**src/rtl/key_pkg.sv**
```systemverilog
// Shared definitions for the multi-key debouncer.
// Channel FSM encoding and ms-to-tick sizing helpers.
package key_pkg;

    typedef enum logic [2:0] {
        ST_IDLE,
        ST_PRESS_DB,
        ST_HELD,
        ST_LONG_HELD,
        ST_RELEASE_DB
    } key_state_t;

    // sys_clk cycles per 1 ms tick; never below one cycle
    function automatic int unsigned ms_to_tick_div(
        input int unsigned clk_hz
    );
        return (clk_hz >= 1000) ? (clk_hz / 1000) : 1;
    endfunction

    function automatic int unsigned bits_for_max(
        input int unsigned max_val
    );
        return (max_val < 1) ? 1 : $clog2(max_val + 1);
    endfunction

    function automatic int unsigned max3(
        input int unsigned a,
        input int unsigned b,
        input int unsigned c
    );
        int unsigned m;
        m = a;
        if (b > m) m = b;
        if (c > m) m = c;
        return m;
    endfunction

endpackage

```
**src/rtl/key_channel.sv**
```systemverilog
// One key channel: debounce FSM with press/release/long/repeat events.
// All timing counts shared 1 ms ticks; counters saturate.
module key_channel
    import key_pkg::*;
#(
    parameter int unsigned DEBOUNCE_MS = 20,
    parameter int unsigned LONG_MS     = 1000,
    parameter int unsigned REPEAT_MS   = 200,
    parameter int unsigned CNT_W       = 10
) (
    input  logic sys_clk,
    input  logic sys_rst_n,
    input  logic tick,
    input  logic key_sync,
    output logic key_value,
    output logic key_press,
    output logic key_release,
    output logic key_long,
    output logic key_repeat
);

    localparam logic [CNT_W-1:0] DB_T    = CNT_W'(DEBOUNCE_MS);
    localparam logic [CNT_W-1:0] LONG_T  = CNT_W'(LONG_MS);
    localparam logic [CNT_W-1:0] REP_T   = CNT_W'(REPEAT_MS);
    localparam logic [CNT_W-1:0] CNT_MAX = '1;
    localparam logic LONG_EN = (LONG_MS != 0);
    localparam logic REP_EN  = (LONG_MS != 0) && (REPEAT_MS != 0);

    key_state_t state, state_nxt;

    logic [CNT_W-1:0] db_cnt, db_cnt_nxt, db_inc;
    logic [CNT_W-1:0] hold_cnt, hold_cnt_nxt, hold_inc;
    logic from_long, from_long_nxt;
    logic value_nxt;
    logic press_nxt, release_nxt, long_nxt, repeat_nxt;

    assign db_inc   = (db_cnt == CNT_MAX)
                    ? db_cnt : db_cnt + CNT_W'(1);
    assign hold_inc = (hold_cnt == CNT_MAX)
                    ? hold_cnt : hold_cnt + CNT_W'(1);

    always_ff @(posedge sys_clk or negedge sys_rst_n) begin
        if (!sys_rst_n) begin
            state       <= ST_IDLE;
            db_cnt      <= '0;
            hold_cnt    <= '0;
            from_long   <= 1'b0;
            key_value   <= 1'b1;
            key_press   <= 1'b0;
            key_release <= 1'b0;
            key_long    <= 1'b0;
            key_repeat  <= 1'b0;
        end else begin
            state       <= state_nxt;
            db_cnt      <= db_cnt_nxt;
            hold_cnt    <= hold_cnt_nxt;
            from_long   <= from_long_nxt;
            key_value   <= value_nxt;
            key_press   <= press_nxt;
            key_release <= release_nxt;
            key_long    <= long_nxt;
            key_repeat  <= repeat_nxt;
        end
    end

    always_comb begin
        state_nxt     = state;
        db_cnt_nxt    = db_cnt;
        hold_cnt_nxt  = hold_cnt;
        from_long_nxt = from_long;
        value_nxt     = key_value;
        press_nxt     = 1'b0;
        release_nxt   = 1'b0;
        long_nxt      = 1'b0;
        repeat_nxt    = 1'b0;

        // hold/repeat time keeps running through a release bounce
        if (tick) begin
            hold_cnt_nxt = hold_inc;
        end

        unique case (state)
            ST_IDLE: begin
                if (!key_sync) begin
                    state_nxt  = ST_PRESS_DB;
                    db_cnt_nxt = '0;
                end
            end
            ST_PRESS_DB: begin
                if (key_sync) begin
                    state_nxt  = ST_IDLE;
                    db_cnt_nxt = '0;
                end else if (tick) begin
                    if (db_inc >= DB_T) begin
                        state_nxt     = ST_HELD;
                        press_nxt     = 1'b1;
                        value_nxt     = 1'b0;
                        hold_cnt_nxt  = '0;
                        from_long_nxt = 1'b0;
                    end else begin
                        db_cnt_nxt = db_inc;
                    end
                end
            end
            ST_HELD: begin
                if (key_sync) begin
                    state_nxt     = ST_RELEASE_DB;
                    db_cnt_nxt    = '0;
                    from_long_nxt = 1'b0;
                end else if (LONG_EN && tick
                             && hold_inc >= LONG_T) begin
                    state_nxt    = ST_LONG_HELD;
                    long_nxt     = 1'b1;
                    hold_cnt_nxt = '0;
                end
            end
            ST_LONG_HELD: begin
                if (key_sync) begin
                    state_nxt     = ST_RELEASE_DB;
                    db_cnt_nxt    = '0;
                    from_long_nxt = 1'b1;
                end else if (REP_EN && tick
                             && hold_inc >= REP_T) begin
                    repeat_nxt   = 1'b1;
                    hold_cnt_nxt = '0;
                end
            end
            ST_RELEASE_DB: begin
                if (!key_sync) begin
                    state_nxt = from_long ? ST_LONG_HELD : ST_HELD;
                end else if (tick) begin
                    if (db_inc >= DB_T) begin
                        state_nxt   = ST_IDLE;
                        release_nxt = 1'b1;
                        value_nxt   = 1'b1;
                    end else begin
                        db_cnt_nxt = db_inc;
                    end
                end
            end
            default: begin
                state_nxt = ST_IDLE;
            end
        endcase
    end

endmodule

```
**src/rtl/multi_key_debounce.sv**
```systemverilog
// Multi-key debouncer: shared 1 ms tick, 2-FF synchronizers,
// one key_channel per key.
module multi_key_debounce
    import key_pkg::*;
#(
    parameter int unsigned NUM_KEYS    = 4,
    parameter int unsigned CLK_FREQ_HZ = 50_000_000,
    parameter int unsigned DEBOUNCE_MS = 20,
    parameter int unsigned LONG_MS     = 1000,
    parameter int unsigned REPEAT_MS   = 200
) (
    input  logic                sys_clk,
    input  logic                sys_rst_n,
    input  logic [NUM_KEYS-1:0] key_in,
    output logic [NUM_KEYS-1:0] key_value,
    output logic [NUM_KEYS-1:0] key_press,
    output logic [NUM_KEYS-1:0] key_release,
    output logic [NUM_KEYS-1:0] key_long,
    output logic [NUM_KEYS-1:0] key_repeat
);

    localparam int unsigned TICK_DIV = ms_to_tick_div(CLK_FREQ_HZ);
    localparam int unsigned DIV_W    = bits_for_max(TICK_DIV - 1);
    localparam int unsigned CNT_W    =
        bits_for_max(max3(DEBOUNCE_MS, LONG_MS, REPEAT_MS));
    localparam logic [DIV_W-1:0] DIV_LAST = DIV_W'(TICK_DIV - 1);

    logic [DIV_W-1:0]    div_cnt;
    logic                tick;
    logic [NUM_KEYS-1:0] sync_q1;
    logic [NUM_KEYS-1:0] sync_q2;

    always_ff @(posedge sys_clk or negedge sys_rst_n) begin
        if (!sys_rst_n) begin
            div_cnt <= '0;
        end else if (div_cnt == DIV_LAST) begin
            div_cnt <= '0;
        end else begin
            div_cnt <= div_cnt + DIV_W'(1);
        end
    end

    assign tick = (div_cnt == DIV_LAST);

    // synchronizers reset to the released level so reset never looks like a press
    always_ff @(posedge sys_clk or negedge sys_rst_n) begin
        if (!sys_rst_n) begin
            sync_q1 <= '1;
            sync_q2 <= '1;
        end else begin
            sync_q1 <= key_in;
            sync_q2 <= sync_q1;
        end
    end

    for (genvar i = 0; i < NUM_KEYS; i++) begin : g_ch
        key_channel #(
            .DEBOUNCE_MS (DEBOUNCE_MS),
            .LONG_MS     (LONG_MS),
            .REPEAT_MS   (REPEAT_MS),
            .CNT_W       (CNT_W)
        ) u_ch (
            .sys_clk     (sys_clk),
            .sys_rst_n   (sys_rst_n),
            .tick        (tick),
            .key_sync    (sync_q2[i]),
            .key_value   (key_value[i]),
            .key_press   (key_press[i]),
            .key_release (key_release[i]),
            .key_long    (key_long[i]),
            .key_repeat  (key_repeat[i])
        );
    end

endmodule

```
**config.mk**
```make
export PLATFORM = sky130hd
export DESIGN_NAME = multi_key_debounce
export DESIGN_NICKNAME = d
export VERILOG_FILES = /design/src/rtl/key_pkg.sv /design/src/rtl/key_channel.sv /design/src/rtl/multi_key_debounce.sv
export SDC_FILE = /design/constraint.sdc
export NUM_CORES = 1
export LEC_CHECK = 0
export CAP_MARGIN = 0
export CORE_UTILIZATION = 45
export DETAILED_ROUTE_END_ITERATION = 7
export GPL_TIMING_DRIVEN = 1
export HOLD_SLACK_MARGIN = 0.02
export PLACE_DENSITY = 0.62
export SYNTH_ARGS = -nofsm -noshare
export SYNTH_HDL_FRONTEND = slang
export SYNTH_HIERARCHICAL = 1
export SYNTH_SLANG_ARGS = --single-unit
```
**constraint.sdc**
```tcl
create_clock -name sys_clk -period 3.5 [get_ports sys_clk]
set_input_delay 0.875 -clock sys_clk [delete_from_list [all_inputs] [get_ports sys_clk]]
set_output_delay 0.875 -clock sys_clk [all_outputs]
set_load 0.1 [all_outputs]
```
==> qor.yml, run 1 <==
cts_buffer_depth: 2
ys_top_cells_by_area: "dfrtp_1 36%, nor4_2 4.0%, nor2_1 3.7%, dfstp_2 3.6%, mux2i_1 2.6%"
status: "finished, final reports clean"
cp.arrival_ns: 2.91
cts_setup_buffers: 0
num_vias: 6759
synthArstFlopShare_pct: 100
hold_ws_ns: 0.353
die_w_um: 142
maxCapViolCount: 0
htreeDepth: 4
synthCells: 905
hold_path.class: "reg2reg"
tns_ns: 0
drc: 0
yosys.area.top_type: "dfrtp_1"
rsz0062_at_grt: "false"
holdBufCountCts: 0
row_count: 50
synthXorXnorAreaFrac_pct: 3.28
routed_wl_mm: 17.9
fin_skew_ns: 0.0126
ioPinCount: 26
min_from: "sync_q1[0]"
synth_cell_types: 83
start_util_pct: 46.4
die_area_um2: 20100
worst-r2r-setup-slack_ns: 0.86
finalSetupViolCount: 0
reg2reg_from: "div_cnt[0]"
ys_warn_count: 6
crit_required_ns: 3.77
synthDominantCellAreaShare_pct: 36.4
cts_made_buffers: 17
ctsRootBufferMaster: "clkbuf_16"
drt_iter0_drc: 545
stdcell_count: 1174
synthSimpleGateAreaFrac_pct: 29.8
die_height_um: 142
viasPerCell: 5.76
synth_fa_ha_area_share_pct: 1.28
ant_nets: 0
syn_nets: 920
gp_congestion: 0.823
worst_slew_pin_slew_ns: 0.926
max_freq_mhz: 379
critPathKind: "reg2reg"
period_needed_ns: 2.64
critPathMaxFanout: 47
hpwl_mm: 11.9
core_area_um2: 19000
antenna_cells: 0
p_leak_nw: 3.76
yosysMostFrequentCell: "dfrtp_1"
netlist_area_um2: 8800
cts_sinks: 140
grt_pass1_wl_mm: 31.2
antenna_found_initial: 0
yosysSeqAreaShare_pct: 40.0
synth_seq_cells: 140
grt_util_all_layers_pct: 19.0
startpoint_type: "flip-flop"
synth_area_per_cell_um2: 9.72
fill_cells: 1731
syn_to_final_growth_pct: 9.37
maxSlewViolCount: 0
synth_compound_area_share_pct: 16.5
drive_gt1_share_pct: 19.3
wire_per_inst_um: 15.2
grt-ovfl-total: 0
synth_commonest_cells: "128 x dfrtp_1, 87 x nor2_1, 60 x nand2_1, 40 x nand3_1, 34 x inv_1"
insertion_delay_ns: 0.42
vdd_drop_max_mv: 0.351
grt_max_degree: 68
first_pass_iters: 5
io_buffer_count: 25
nNetsFinal: 916
cts_tree: "done"
path_clk_slew_ns: 0.06
fin_crit_sh_pct: 75.4
cts-resized-gates: 0
crit_path_start: "div_cnt[0]"
grt_pass1_vias: 6456
cp-end-kind: "flip-flop"
synth_top_family_by_area: "simple AND/OR/NAND/NOR gates"
synth-edff-count: 0
synth_ff_type: "dfrtp_1"
hold_viol: 0
p_per_area_nw_per_um2: 360
maxSlewHeadroom_pct: 37.7
synthMuxAreaShare_pct: 3.38
dp_cells: 1142
## metrics by stage
| stage | worst slack, ns | area (um2) | power (mW) | utilization [%] |
|---|---|---|---|---|
| 6_report | 0.861 | 9620 | 3.47 | 50.8 |
| 5_1_grt | 0.598 | 9620 | 3.60 | 50.8 |
| 4_1_cts | 0.840 | 9620 | 3.52 | 50.8 |
| 3_5_place_dp | 0.842 | 9060 | 1.79 | 47.8 |
| 3_3_place_gp | 0.893 | 9060 | 1.79 | 47.8 |
| 2_1_floorplan | 1.06 | 8800 | 1.73 | - |
## placed cells by master (no fill, tap or decap), drive strengths merged, types with 7 or more instances in the layout
cell type and instances:
dfrtp 128, xor2 16, ha 9, a21oi 31, a41oi 8, clkbuf 25
nor2 87, and3 15, mux2i 23, a311oi 8, nor4 49, dfstp 12
and4 10, nor3 29, xnor2 17, buf 33, nand2b 13, nand2 60
a31oi 9, o21ai 19, a211oi 9, nand3 49, and2 16, nor2b 22
inv 34, nand4 33, o31ai 8, o21a 7, o211ai 7, a21o 11
## state kept, by name, indices dropped and copies added, names as in the netlist
signal and flops:
g_ch.u_ch/db_cnt 40, g_ch.u_ch/state 12, div_cnt 16, g_ch.u_ch/key_value 4, g_ch.u_ch/key_release 4, g_ch.u_ch/key_repeat 4, g_ch.u_ch/key_press 4, sync_q1 4
sync_q2 4, g_ch.u_ch/from_long 4, g_ch.u_ch/hold_cnt 40, g_ch.u_ch/key_long 4
## final timing paths
check | endpoint | cells past startpoint
setup reg to reg | g_ch[1].u_ch/hold_cnt[4] | 8
hold reg to reg | sync_q2[0] | 0
hold / removal | sync_q2[0] | 0
max in group asynchronous | div_cnt[7] | 2
setup / recovery | g_ch[1].u_ch/hold_cnt[4] | 8
min in group asynchronous | g_ch[2].u_ch/hold_cnt[0] | 1
## per-layer routing
layer	track usage, %	part of all wire, %
met1	26.7	49
met2	29.9	47
met3	3.51	3.4
met4	5.49	0.88
met5	0	0
## where the power goes
part | internal (mW) | total (mW) | switching [mW]
clock | 1.05 | 1.71 | 0.663
combinational | 0.0306 | 0.110 | 0.0792
sequential | 1.63 | 1.65 | 0.0141
total | 2.71 | 3.47 | 0.756
## cells by family (layout without fill, tap and decap cells)
logic type               Yosys count  count (layout)
AND/OR/NAND/NOR                  421             421
AO/OA/AOI/OAI                    179             179
adder cells (fa/ha/maj)            9               9
XOR/XNOR                          33              33
buffers and inverters             94             103
flip-flops                       140             140
multiplexers                      29              29
## cell type report
type                       instances  area [um2]  share of cell area, %
timing repair buffer              37         317                   3.29
clock buffer                      25         495                   5.15
tap                              260         325                   3.38
sequential                       140        3520                   36.6
clock inverter                     7        65.1                  0.676
inverter                          34         128                   1.33
multi-input combinational        671        4770                   49.6
## worst max-delay path, cell delays in order (launching register included)
cell      delay [ns]
dfrtp_1         0.38
ha_1            0.18
and3_1          0.26
and4_2          0.37
buf_12          0.28
o311ai_1        0.16
nor3_2          0.16
and4_1          0.57
nor4_1          0.11
Note: power is estimated with default switching activity, not from simulation.
==> inputs of run 2 (changes only) <==
--- a/config.mk
+++ b/config.mk
@@ -10,7 +10,7 @@
 export DETAILED_ROUTE_END_ITERATION = 7
 export GPL_TIMING_DRIVEN = 1
 export HOLD_SLACK_MARGIN = 0.02
-export PLACE_DENSITY = 0.62
+export PLACE_DENSITY = 0.65
 export SYNTH_ARGS = -nofsm -noshare
 export SYNTH_HDL_FRONTEND = slang
 export SYNTH_HIERARCHICAL = 1
==> constraint.sdc (replaced) <==
create_clock -name sys_clk -period 2.25 [get_ports sys_clk]
set_input_delay 0.5625 -clock sys_clk [delete_from_list [all_inputs] [get_ports sys_clk]]
set_output_delay 0.5625 -clock sys_clk [all_outputs]
set_load 0.1 [all_outputs]
==> run 2 against run 1 <==
Effect of this change:
- the flow now finishes with violations (negative setup slack)
- sequential cell count unchanged
- critical endpoint is now g_ch[3].u_ch/db_cnt[1]
- first-iteration DRC count down 9.0%
- largest power group unchanged
- worst setup slack worse by 0.93 ns
- sequential share of layout area down 3.9 points
- fmax up 14%
- critical path type unchanged
==> qor.yml, run 2 (same netlist as run 1, synthesis figures left out) <==
maxSlewViolCount: 0  # unchanged
hold_ws_ns: 0.107  # was 0.353 ns
fin_crit_sh_pct: 103  # was 75.4%
drt_iter0_drc: 496  # was 545
syn_to_final_growth_pct: 22.9  # was 9.37%
critPathMaxFanout: 5  # was 47
viasPerCell: 5.67  # was 5.76
die_area_um2: 20100  # unchanged
fin_area_um2: 10800  # was 9620 um2
startpoint_type: "flip-flop"  # unchanged
grt_pass1_wl_mm: 33.2  # was 31.2 mm
top_regs: "g_ch.u_ch/db_cnt (40), g_ch.u_ch/hold_cnt (40), div_cnt (16)"  # unchanged
drive_gt1_share_pct: 31.2  # was 19.3%
fill_cells: 1654  # was 1731
reg2reg_from: "div_cnt[1]"  # was div_cnt[0]
critical-path-top-delay-family: "simple AND/OR/NAND/NOR gates"  # unchanged
hold_viol: 0  # unchanged
path_clk_slew_ns: 0.06  # about the same
antenna_cells: 0  # unchanged
period_needed_ns: 2.32  # was 2.64 ns
routed_wl_mm: 19.5  # was 17.9 mm
layout_commonest_cell: "dfrtp_1"  # unchanged
cp_slowest_cell: "or4_4"  # was and4_1
die_w_um: 142  # unchanged
maxSlewHeadroom_pct: 43.5  # was 37.7%
grt_util_all_layers_pct: 20.1  # was 19.0%
die_height_um: 142  # unchanged
postLayoutCoreUtil_pct: 57.0  # was 50.8%
grt_max_degree: 58  # was 68
path_cells: "ha_2, and3_4, and4_4, nand2_2, or4_4, a2111oi_4, nor2_4, a22o_1"  # was ha_1, and3_1, and4_2, buf_12, o311ai_1, nor3_2, and4_1, nor4_1
pre_cts_ws_ns: -0.121  # was 0.842 ns
hold_path.class: "in2async"  # was reg2reg
finalSetupViolCount: 20  # was 0
nNetsFinal: 1015  # was 916
p_per_area_nw_per_um2: 518  # was 360 nW/um2
holdBufCountCts: 0  # unchanged
rsz0062_at_grt: "true"  # was false
status: "finished with violations"  # was finished, final reports clean
violations: "negative setup slack"
layout_common_cells: "121 x dfrtp_1, 114 x buf_4, 85 x nor2_1"  # was 128 x dfrtp_1, 87 x nor2_1, 60 x nand2_1
maxCapViolCount: 0  # unchanged
cp_slowest_stage_delay_ns: 0.44  # was 0.57 ns
core_area_um2: 19000  # unchanged
insertion_delay_ns: 0.42  # about the same
gp_congestion: 0.876  # was 0.823
worst-r2r-setup-slack_ns: -0.07  # was 0.86 ns
antenna_found_initial: 0  # unchanged
ctsRootBufferMaster: "clkbuf_16"  # unchanged
crit_required_ns: 2.55  # was 3.77 ns
crit_path_start: "div_cnt[1]"  # was div_cnt[0]
cts_tree: "done"  # unchanged
setup_slack_ns: -0.0708  # was 0.861 ns
fin_skew_ns: 0.0114  # was 0.0126 ns
cts_made_buffers: 17  # unchanged
cts_sinks: 140  # unchanged
drc: 0  # unchanged
grt_pass1_vias: 6866  # was 6456
cp_num_cells: 8  # unchanged
total_power_mw: 5.60  # was 3.47 mW
ant_nets: 0  # unchanged
max_freq_mhz: 431  # was 379 MHz
htreeDepth: 4  # unchanged
hpwl_mm: 12.9  # was 11.9 mm
row_count: 50  # unchanged
dp_cells: 1230  # was 1142
cp-end-kind: "flip-flop"  # unchanged
reg2reg_to: "g_ch[3].u_ch/db_cnt[1]"  # was g_ch[1].u_ch/hold_cnt[4]
ioPinCount: 26  # unchanged
io_buffer_count: 25  # unchanged
vdd_drop_max_mv: 0.543  # was 0.351 mV
grt-ovfl-total: 0  # unchanged
stdcell_count: 1273  # was 1174
num_vias: 7223  # was 6759
worstSetupEndpoint: "g_ch[3].u_ch/db_cnt[1]"  # was g_ch[1].u_ch/hold_cnt[4]
post_dp_cell_area_um2: 9810  # was 9060 um2
wire_per_inst_um: 15.3  # was 15.2 um
start_util_pct: 46.4  # unchanged
critPathKind: "reg2reg"  # unchanged
worst-path-buf-inv: 0  # was 1
first_pass_iters: 5  # unchanged
cp.arrival_ns: 2.63  # was 2.91 ns
p_leak_nw: 4.34  # was 3.76 nW
worst-r2r-cell-count: 8  # unchanged
tns_ns: -0.873  # was 0 ns
cts_buffer_depth: 2  # unchanged
worst_slew_pin_slew_ns: 0.848  # was 0.926 ns
run 2: cell count changes in the layout (fill, tap and decap cells not counted), moves of 3 or more:
cell / before / now
buf_12: 2 / 9
buf_4: 30 / 114
buf_6: 1 / 7
dfrtp_1: 128 / 121
dfrtp_2: 0 / 7
ha_1: 9 / 0
ha_2: 0 / 6
ha_4: 0 / 3
nor4_1: 18 / 15
o31ai_1: 7 / 4
run 2: per-layer routing:
metal	global-route usage (%)	share of wire [%]
met5	0	0
met4	5.83	0.80
met3	3.44	2.6
met2	31.8	48
met1	28.1	49
run 2: final cells by class:
cell class / count / area (um2) / area share, %
Timing Repair Buffer: 135 / 1180 / 10.9
Tap cell: 260 / 325 / 3.01
Sequential cell: 140 / 3530 / 32.6
Clock inverter: 10 / 138 / 1.27
Multi-Input combinational cell: 672 / 5050 / 46.7
Inverter: 34 / 128 / 1.18
Clock buffer: 22 / 464 / 4.29
run 2: how the worst min path moves through the flow:
| stage | cells after the start | endpoint | startpoint |
|---|---|---|---|
| 6_report | 1 | g_ch[1].u_ch/hold_cnt[0] | sys_rst_n |
| 5_1_grt | 1 | g_ch[1].u_ch/hold_cnt[1] | sys_rst_n |
| 4_1_cts | 1 | g_ch[1].u_ch/hold_cnt[1] | sys_rst_n |
| 3_5_place_dp | 0 | sync_q2[1] | sync_q1[1] |
| 3_3_place_gp | 0 | sync_q2[1] | sync_q1[1] |
| 2_1_floorplan | 0 | div_cnt[0] | sys_rst_n |
run 2: worst register-to-register path: cells and delay by family (launching register included):
kind / cells / cell delay, ns
flops: 1 / 0.36
fa+ha+maj: 1 / 0.19
compound gates: 2 / 0.65
simple gates: 5 / 1.01
run 2: what timing repair did:
| item | 4_1_cts | 5_1_grt |
|---|---|---|
| gates resized for setup | 17 | 50 |
| pin swaps | 9 | 13 |
| setup buffers | 2 | 6 |
| endpoints found under the setup margin | 46 | 84 |
| cloned | 1 | 2 |
| hold endpoints to repair | 0 | 0 |
run 2: power by group:
part / leakage [nW] / switching [mW] / internal, mW
sequential: 1.88 / 0.0236 / 2.54
combinational: 2.17 / 0.130 / 0.0615
clock: 0.290 / 1.05 / 1.80
total: 4.34 / 1.20 / 4.40
==> inputs of run 3 (changes only) <==
--- a/config.mk
+++ b/config.mk
@@ -10,7 +10,7 @@
 export DETAILED_ROUTE_END_ITERATION = 7
 export GPL_TIMING_DRIVEN = 1
 export HOLD_SLACK_MARGIN = 0.02
-export PLACE_DENSITY = 0.65
+export PLACE_DENSITY = 0.62
 export SYNTH_ARGS = -nofsm -noshare
 export SYNTH_HDL_FRONTEND = slang
 export SYNTH_HIERARCHICAL = 1
==> constraint.sdc (replaced) <==
create_clock -name sys_clk -period 2.7 [get_ports sys_clk]
set_input_delay 0.675 -clock sys_clk [delete_from_list [all_inputs] [get_ports sys_clk]]
set_output_delay 0.675 -clock sys_clk [all_outputs]
set_load 0.1 [all_outputs]
==> run 3 against run 2 <==
Effect of this change:
- the flow now finishes without violations
- register-to-register slack improved by 0.28 ns
- sequential power down 17%
- combinational power decreased by 26%
- hold slack improved by 0.12 ns
- sequential cell count did not move
- clock power decreased by 17%
- clock skew down 0.0017 ns
- power down 17%
- via count shrank 6.0%
- cell count decreased by 7.4%
- final area down 10%
- critical path type unchanged
==> qor.yml, run 3 (same netlist as run 1, synthesis figures left out) <==
cts_setup_buffers: 0  # was 2
critPathKind: "reg2reg"  # unchanged
postLayoutCoreUtil_pct: 51.2  # was 57.0%
grt_pass1_wl_mm: 31.5  # was 33.2 mm
worst-r2r-cell-count: 7  # was 8
fin_crit_sh_pct: 92.4  # was 103%
hold_ws_ns: 0.226  # was 0.107 ns
gp_congestion: 0.817  # was 0.876
row_count: 50  # unchanged
cp-end-kind: "flip-flop"  # unchanged
die_height_um: 142  # unchanged
hold_viol: 0  # unchanged
ioPinCount: 26  # unchanged
insertion_delay_ns: 0.42  # about the same
crit_required_ns: 3.01  # was 2.55 ns
drive_gt1_share_pct: 20.1  # was 31.2%
start_util_pct: 46.4  # unchanged
layout_common_cells: "128 x dfrtp_1, 86 x nor2_1, 60 x nand2_1"  # was 121 x dfrtp_1, 114 x buf_4, 85 x nor2_1
core_area_um2: 19000  # unchanged
antenna_found_initial: 0  # unchanged
max_freq_mhz: 401  # was 431 MHz
syn_to_final_growth_pct: 10.4  # was 22.9%
cp.arrival_ns: 2.81  # was 2.63 ns
tns_ns: 0  # was -0.873 ns
ctsRootBufferMaster: "clkbuf_16"  # unchanged
stdcell_count: 1179  # was 1273
p_leak_nw: 3.82  # was 4.34 nW
grt_util_all_layers_pct: 19.1  # was 20.1%
dp_cells: 1147  # was 1230
worst-path-buf-inv: 0  # unchanged
startpoint_type: "flip-flop"  # unchanged
status: "finished, final reports clean"  # was finished with violations
drt_iter0_drc: 468  # was 496
maxSlewHeadroom_pct: 42.0  # was 43.5%
viasPerCell: 5.76  # was 5.67
grt_max_degree: 60  # was 58
worst-r2r-setup-slack_ns: 0.21  # was -0.07 ns
p_per_area_nw_per_um2: 478  # was 518 nW/um2
pre_cts_ws_ns: 0.142  # was -0.121 ns
reg2reg_to: "g_ch[3].u_ch/db_cnt[1]"  # unchanged
die_area_um2: 20100  # unchanged
routed_wl_mm: 17.8  # was 19.5 mm
grt_pass1_vias: 6422  # was 6866
hold_path.class: "in2async"  # unchanged
period_needed_ns: 2.49  # was 2.32 ns
vdd_drop_max_mv: 0.407  # was 0.543 mV
cts_tree: "done"  # unchanged
cp_slowest_stage_delay_ns: 0.44  # about the same
path_cells: "nor4b_1, and4_2, nand2_1, or4_1, a2111oi_1, nor2_2, a22o_1"  # was ha_2, and3_4, and4_4, nand2_2, or4_4, a2111oi_4, nor2_4, a22o_1
cts_sinks: 140  # unchanged
num_vias: 6789  # was 7223
first_pass_iters: 5  # unchanged
htreeDepth: 4  # unchanged
critPathMaxFanout: 9  # was 5
antenna_cells: 0  # unchanged
maxSlewViolCount: 0  # unchanged
io_buffer_count: 25  # unchanged
critical-path-top-delay-family: "simple AND/OR/NAND/NOR gates"  # unchanged
cts_buffer_depth: 2  # unchanged
ant_nets: 0  # unchanged
fin_skew_ns: 0.00972  # was 0.0114 ns
nNetsFinal: 921  # was 1015
maxCapViolCount: 0  # unchanged
cp_slowest_cell: "dfrtp_1"  # was or4_4
cts_made_buffers: 17  # unchanged
layout_commonest_cell: "dfrtp_1"  # unchanged
fill_cells: 1749  # was 1654
top_regs: "g_ch.u_ch/db_cnt (40), g_ch.u_ch/hold_cnt (40), div_cnt (16)"  # unchanged
reg2reg_from: "div_cnt[4]"  # was div_cnt[1]
hpwl_mm: 11.7  # was 12.9 mm
drc: 0  # unchanged
setup_slack_ns: 0.206  # was -0.0708 ns
die_w_um: 142  # unchanged
wire_per_inst_um: 15.1  # was 15.3 um
path_clk_slew_ns: 0.06  # about the same
grt-ovfl-total: 0  # unchanged
worst_slew_pin_slew_ns: 0.863  # was 0.848 ns
finalSetupViolCount: 0  # was 20
==> run 3: cell types whose count changed in the layout (fill, tap and decap cells not counted), moves of 6 or more <==
cell and change:
buf_4 -80, buf_12 -6, ha_1 +9, buf_6 -6
dfrtp_2 -7, ha_2 -6, dfrtp_1 +7
==> run 3: final cells by class <==
class	instances	area [um2]	share of cell area (%)
inverter	34	128	1.31
clock buffer	20	447	4.60
clock inverter	12	146	1.51
sequential	140	3520	36.2
multi-input combinational	671	4780	49.2
tap	260	325	3.35
timing repair buffer	42	367	3.77
==> run 3: how the worst max path moves through the flow <==
stage | cells after the start | slack (ns) | from | to
final | 7 | 0.21 | div_cnt[4] | g_ch[3].u_ch/db_cnt[1]
after floorplan | 10 | 0.26 | div_cnt[0] | g_ch[3].u_ch/db_cnt[1]
after global routing | 7 | -0.02 | div_cnt[4] | g_ch[3].u_ch/db_cnt[1]
after detailed placement | 7 | 0.14 | g_ch[3].u_ch/db_cnt[0] | g_ch[3].u_ch/db_cnt[2]
after CTS | 7 | 0.12 | g_ch[3].u_ch/db_cnt[0] | g_ch[3].u_ch/db_cnt[2]
after global placement | 7 | 0.18 | div_cnt[4] | g_ch[3].u_ch/db_cnt[1]
==> run 3: stage by stage <==
stage | area, um2 | power, mW
global route | 9710 | 4.83
CTS | 9710 | 4.71
floorplan | 8800 | 2.24
detailed placement | 9110 | 2.32
global placement | 9110 | 2.32
finish | 9710 | 4.65
==> run 3: per-layer routing <==
layer  part of all wire (%)  vias up  GRT usage [%]
li1                       -     3369              -
met1                     50     3299           26.6
met2                     46      102           30.1
met3                    2.6       19           3.95
met4                    1.3        0           5.66
met5                      0        -              0
==> run 3: where the power goes <==
part           switching, mW  total [mW]  internal, mW  leakage [nW]
registers             0.0187        2.14          2.12          1.89
logic                  0.101       0.142        0.0410          1.63
clock network          0.896        2.37          1.47         0.297
==> run 3: what timing repair did <==
item                       in CTS  in global routing
setup endpoints to repair       0                  9
hold buffers                    0                  0
resized for setup               0                  3
